<file path="src/rtl/instruction_fetch_if.sv">
// Fetch-unit bus: ROM read port, redirect request and instruction handshake.
interface instruction_fetch_if #(
  parameter int unsigned ADDR_W = 15,
  parameter int unsigned DATA_W = 16
);
  logic              rom_en;
  logic [ADDR_W-1:0] rom_addr;
  logic [DATA_W-1:0] rom_data;
  logic              jump;
  logic [ADDR_W-1:0] jump_addr;
  logic [DATA_W-1:0] instr;
  logic [ADDR_W-1:0] instr_pc;
  logic              instr_valid;
  logic              instr_ready;

  // Fetch unit side
  modport master (
    output rom_en, rom_addr, instr, instr_pc, instr_valid,
    input  rom_data, jump, jump_addr, instr_ready
  );

  // ROM / execute / decode side
  modport slave (
    input  rom_en, rom_addr, instr, instr_pc, instr_valid,
    output rom_data, jump, jump_addr, instr_ready
  );
endinterface

</file>
<file path="src/rtl/instruction_fetch.sv">
// Instruction fetch: PC-driven ROM reads, prefetch FIFO, valid/ready delivery, jump flush.
module instruction_fetch #(
  parameter int unsigned ADDR_W = 15,
  parameter int unsigned DATA_W = 16,
  parameter int unsigned DEPTH  = 2
) (
  input logic                 clk,
  input logic                 reset_n,
  instruction_fetch_if.master bus
);

  localparam int unsigned PTR_W = $clog2(DEPTH);
  localparam int unsigned CNT_W = $clog2(DEPTH + 1);
  localparam int unsigned OCC_W = CNT_W + 1;

  typedef struct packed {
    logic [DATA_W-1:0] word;
    logic [ADDR_W-1:0] pc;
  } entry_t;

  logic [ADDR_W-1:0] fpc_q, fpc_d;
  logic              infl_q, infl_d;
  logic [ADDR_W-1:0] infl_pc_q, infl_pc_d;
  logic [CNT_W-1:0]  cnt_q, cnt_d;
  logic [PTR_W-1:0]  rd_ptr_q, rd_ptr_d;
  logic [PTR_W-1:0]  wr_ptr_q, wr_ptr_d;
  entry_t            mem_q [DEPTH];
  entry_t            head_q, head_d;
  logic              valid_q, valid_d;

  logic              pop;
  logic              push;
  logic              issue;
  logic [OCC_W-1:0]  occ;
  logic [CNT_W-1:0]  remain;
  entry_t            wr_entry;

  // Handshake, issue decision and return-path write
  always_comb begin
    pop      = valid_q & bus.instr_ready;
    occ      = OCC_W'(cnt_q) + OCC_W'(infl_q) - OCC_W'(pop);
    issue    = reset_n & ~bus.jump & (occ < OCC_W'(DEPTH));
    push     = infl_q & ~bus.jump;
    remain   = cnt_q - CNT_W'(pop);
    wr_entry = '{word: bus.rom_data, pc: infl_pc_q};
  end

  // Next-state for PC, in-flight tracking, FIFO pointers and head outputs
  always_comb begin
    fpc_d     = fpc_q;
    infl_d    = issue;
    infl_pc_d = infl_pc_q;
    cnt_d     = cnt_q;
    rd_ptr_d  = rd_ptr_q;
    wr_ptr_d  = wr_ptr_q;
    head_d    = head_q;
    valid_d   = valid_q;

    if (issue) begin
      fpc_d     = fpc_q + ADDR_W'(1);
      infl_pc_d = fpc_q;
    end

    if (bus.jump) begin
      // Redirect drops everything buffered and the word returning this cycle
      fpc_d    = bus.jump_addr;
      infl_d   = 1'b0;
      cnt_d    = '0;
      rd_ptr_d = '0;
      wr_ptr_d = '0;
      valid_d  = 1'b0;
    end else begin
      cnt_d    = cnt_q + CNT_W'(push) - CNT_W'(pop);
      rd_ptr_d = rd_ptr_q + PTR_W'(pop);
      wr_ptr_d = wr_ptr_q + PTR_W'(push);
      valid_d  = (cnt_d != '0);
      // Next head is the oldest surviving entry, else the word arriving now
      if (remain != '0) begin
        head_d = mem_q[rd_ptr_d];
      end else if (push) begin
        head_d = wr_entry;
      end
    end
  end

  // State registers
  always_ff @(posedge clk or negedge reset_n) begin
    if (!reset_n) begin
      fpc_q     <= '0;
      infl_q    <= 1'b0;
      infl_pc_q <= '0;
      cnt_q     <= '0;
      rd_ptr_q  <= '0;
      wr_ptr_q  <= '0;
      head_q    <= '0;
      valid_q   <= 1'b0;
    end else begin
      fpc_q     <= fpc_d;
      infl_q    <= infl_d;
      infl_pc_q <= infl_pc_d;
      cnt_q     <= cnt_d;
      rd_ptr_q  <= rd_ptr_d;
      wr_ptr_q  <= wr_ptr_d;
      head_q    <= head_d;
      valid_q   <= valid_d;
    end
  end

  // FIFO storage
  always_ff @(posedge clk or negedge reset_n) begin
    if (!reset_n) begin
      for (int i = 0; i < int'(DEPTH); i++) begin
        mem_q[i] <= '0;
      end
    end else if (push) begin
      mem_q[wr_ptr_q] <= wr_entry;
    end
  end

  assign bus.rom_en      = issue;
  assign bus.rom_addr    = fpc_q;
  assign bus.instr       = head_q.word;
  assign bus.instr_pc    = head_q.pc;
  assign bus.instr_valid = valid_q;

endmodule

</file>
<file path="src/flat_wrapper.sv">
// flat-port wrapper written by rule: the top's interface ports become plain ports
module instruction_fetch_flat 
#(
  parameter int unsigned ADDR_W = 15,
  parameter int unsigned DATA_W = 16,
  parameter int unsigned DEPTH  = 2
)
  (clk, reset_n, bus_rom_en, bus_rom_addr, bus_instr, bus_instr_pc, bus_instr_valid, bus_rom_data, bus_jump, bus_jump_addr, bus_instr_ready);
  instruction_fetch_if #(.ADDR_W(ADDR_W), .DATA_W(DATA_W)) bus_i ();
  input logic clk;
  input logic reset_n;
  output wire logic [$bits(bus_i.rom_en)-1:0] bus_rom_en;
  output wire logic [$bits(bus_i.rom_addr)-1:0] bus_rom_addr;
  output wire logic [$bits(bus_i.instr)-1:0] bus_instr;
  output wire logic [$bits(bus_i.instr_pc)-1:0] bus_instr_pc;
  output wire logic [$bits(bus_i.instr_valid)-1:0] bus_instr_valid;
  input wire logic [$bits(bus_i.rom_data)-1:0] bus_rom_data;
  input wire logic [$bits(bus_i.jump)-1:0] bus_jump;
  input wire logic [$bits(bus_i.jump_addr)-1:0] bus_jump_addr;
  input wire logic [$bits(bus_i.instr_ready)-1:0] bus_instr_ready;
  assign bus_rom_en = bus_i.rom_en;
  assign bus_rom_addr = bus_i.rom_addr;
  assign bus_instr = bus_i.instr;
  assign bus_instr_pc = bus_i.instr_pc;
  assign bus_instr_valid = bus_i.instr_valid;
  assign bus_i.rom_data = bus_rom_data;
  assign bus_i.jump = bus_jump;
  assign bus_i.jump_addr = bus_jump_addr;
  assign bus_i.instr_ready = bus_instr_ready;
  instruction_fetch #(.ADDR_W(ADDR_W), .DATA_W(DATA_W), .DEPTH(DEPTH)) u_core (.clk(clk), .reset_n(reset_n), .bus(bus_i));
endmodule
</file>
<file path="config.mk">
export PLATFORM = sky130hd
export DESIGN_NAME = instruction_fetch_flat
export DESIGN_NICKNAME = d
export VERILOG_FILES = /design/src/rtl/instruction_fetch_if.sv /design/src/rtl/instruction_fetch.sv /design/src/flat_wrapper.sv
export SDC_FILE = /design/constraint.sdc
export NUM_CORES = 1
export LEC_CHECK = 0
export ABC_AREA = 0
export BUFFER_PORTS_ARGS = -buffer_cell sky130_fd_sc_hd__buf_4
export CORE_MARGIN = 2
export CORE_UTILIZATION = 40
export CTS_CLUSTER_DIAMETER = 150
export DETAILED_ROUTE_END_ITERATION = 10
export SLEW_MARGIN = 20
export SYNTH_ARGS = -nofsm -noshare
export SYNTH_HDL_FRONTEND = slang
export SYNTH_SLANG_ARGS = --single-unit
</file>
<file path="constraint.sdc">
create_clock -name clk -period 3.5 [get_ports clk]
set_clock_uncertainty 0.15 [all_clocks]
set_input_delay 0.7 -clock clk [delete_from_list [all_inputs] [get_ports clk]]
set_output_delay 0.7 -clock clk [all_outputs]
set_load 0.01 [all_outputs]
</file>
==> flow_summary.yaml <==
cells_and_area:
  syn2layout_area_growth_pct: 23.1
  num-fill-cells: 1340
  drive_gt1_share_pct: 35.9
  n_antenna_cell: 0
  fin_cells: 793
  layout_common_cells: "dfrtp_1 (129), buf_4 (96), mux2_2 (68)"
  layout_commonest_cell: "dfrtp_1"
  nNetsFinal: 633
timing:
  worstMarginPinSlew_ns: 0.840
  layout_setup_ws_ns: 0.308
  fin_crit_sh_pct: 91.2
  slew-limit-headroom_pct: 44.0
  finalHoldViolations: 0
  rsz0062_at_grt: "false"
  final.setup.tns_ns: 0
  min_period_ns: 3.19
  setup_viol: 0
  max_freq_mhz: 313
  slew_viol_final: 0
logic_synthesis:
  syn_area_per_cell_um2: 11.8
  synth_area_mm2: 0.00608
  syn_inst: 514
  synth_cell_type_count: 43
  synth_nets: 554
  synth-main-ff-cell: "dfrtp_1"
  async_reset_ff_share_pct: 100
  synth_edf_count: 0
  synth-seq-cells: 129
  ys_seq_area_share_pct: 53.1
  synth_warnings: 0
critical_path:
  max_stage_delay_ns: 0.59
  critPathMaxFanout: 8
  path_cells: "nand2_1, nor2_1, o21ai_0, fa_1, nand2_2, nor3_4, buf_4"
  critPathArrivalTime_ns: 2.34
  cp.required_ns: 2.65
  cp_slowest_cell: "fa_1"
  start_kind: "register"
  worstSetupPathType: "register to primary output"
  end_kind: "primary output"
run_status:
  status: "completed"
placement:
  place_congestion: 0.800
  dpl.cell_count: 758
  pre_cts_ws_ns: 0.245
  dp.final_hpwl_um: 9260
  io_buffers: 82
global_route:
  overflow: 0
  first_global_vias: 4590
  grt_pass1_wl_um: 24900
  grt_max_degree: 129
  grt_use_total_pct: 19.8
  antenna_found_initial: 0
detailed_routing:
  first_pass_iters: 5
  drc_errors: 0
  drt-total-wl_um: 15200
  viasPerCell: 5.71
  avgRoutedWirePerCell_um: 19.2
  ant_nets: 0
  vias: 4525
  drtIter0Drc: 332
power_and_ir_drop:
  power_leakage_uw: 0.00334
  swShare_pct: 32.6
  pwr-share-clk_pct: 25.2
  ir_drop_mv: 0.396
  power_switching_uw: 2140
  intPower_uw: 4440
  powerDensity_mw_per_mm2: 879
  combPwrFrac_pct: 34.6
  seq_power_share_pct: 40.2
die:
  dieArea_mm2: 0.0162
  start_util_pct: 40.5
  die_w_um: 127
  ios: 83
  rows: 45
  coreArea_mm2: 0.0150
  die_h_um: 127
job:
  drv_cap: 0
cts:
  clk_pin_slew_ns: 0.05
  cts-resized-gates: 0
  cts_tree: "done"
  clk_latency_ns: 0.41
  clock-sinks: 129
  cts_root_buf: "clkbuf_16"
  clockBufferDepth: 2
  h-tree-depth: 4
  cts_buffers: 17
hold_path:
  hold_path.class: "register to register"
registers in the layout, indices dropped and copies added (netlist names):
name,count
u_core.mem_q,62
u_core.bus.instr,16
u_core.bus.instr_pc,15
u_core.bus.rom_addr,15
u_core.infl_pc_q,15
u_core.cnt_q,2
u_core.bus.instr_valid,1
u_core.infl_q,1
u_core.rd_ptr_q,1
u_core.wr_ptr_q,1
per-stage QoR:
stage               utilization [%]  cell area (µm²)  power, µW  hold WS, ns
detailed placement             45.9             6900       4910        0.325
finish                         49.8             7490       6580        0.336
global route                   49.8             7490       6980        0.343
global placement               45.9             6900       4810        0.322
CTS                            49.6             7460       6610        0.331
floorplan                         -             6080       4020        0.254
Yosys cell counts, drive strengths merged (9+ instances only):
| cell | instances | area (µm²) |
|---|---|---|
| a21oi | 32 | 160 |
| and3 | 31 | 194 |
| buf | 16 | 93.8 |
| clkbuf | 24 | 101 |
| dfrtp | 129 | 3230 |
| mux2 | 77 | 901 |
| nand2 | 20 | 77.6 |
| nand3 | 36 | 180 |
| nor2 | 10 | 37.5 |
| o21ai | 40 | 200 |
| o2bb2ai | 31 | 272 |
| xnor2 | 9 | 78.8 |
metal layers:
layer / routed length (µm) / GRT usage, % / up-vias
met1: 7000 / 27.0 / 2313
met4: 153 / 5.62 / 0
met2: 7090 / 31.3 / 158
met5: 0 / 0 / -
li1: - / - / 2043
met3: 948 / 5.15 / 11
worst paths after layout:
kind	startpoint	end	slack (ns)	cells after the start
worst max-delay path	u_core.bus.instr_valid	bus_rom_en	0.31	7
worst min register to register	u_core.bus.instr[5]	u_core.bus.instr[5]	0.34	1
worst max register to register	u_core.bus.instr_valid	u_core.bus.rom_addr[11]	0.72	9
worst min-delay path	u_core.bus.instr[5]	u_core.bus.instr[5]	0.34	1
min in group asynchronous	reset_n	u_core.bus.rom_addr[6]	0.51	2
max in group asynchronous	reset_n	u_core.mem_q[58]	1.78	3
critical path: cells and delay by family, from the launching register on:
kind / cells / cell delay [ns]
AO/OA/AOI/OAI: 1 / 0.14
adder cells (fa/ha/maj): 1 / 0.59
buffers and inverters: 1 / 0.15
flip-flops: 1 / 0.47
AND/OR/NAND/NOR: 4 / 0.58
what timing repair did:
action,CTS,global route
endpoints found under the setup margin,0,1
hold endpoints to repair,1,0
buffers inserted,0,3
hold buffers,1,0
cell families after synthesis:
family | Yosys count | share of synthesized area (%)
AOI/OAI and AO/OA | 114 | 12.0
xor gates and xnor gates | 10 | 1.75
adders and majority gates | 5 | 1.15
buffers and inverters | 44 | 3.46
DFF | 129 | 53.1
muxes | 82 | 15.6
and+or+nand+nor | 130 | 13.0
power by group through the flow:
stage	logic (µW)	clock network (µW)	registers, µW
finish	2280	1660	2640
global route	2500	1750	2730
CTS	2270	1700	2630
detailed placement	2260	0	2650
global placement	2200	0	2610
floorplan	1440	0	2590
area by class of cell:
class | instances | area, µm² | share of cell area (%)
sequential | 129 | 3230 | 43.1
multi-input combinational | 341 | 2670 | 35.6
timing repair buffer | 100 | 791 | 10.6
clock buffer | 26 | 469 | 6.27
tap | 188 | 235 | 3.14
clock inverter | 5 | 80.1 | 1.07
inverter | 4 | 15.0 | 0.201
(Power assumes the default switching activity.)
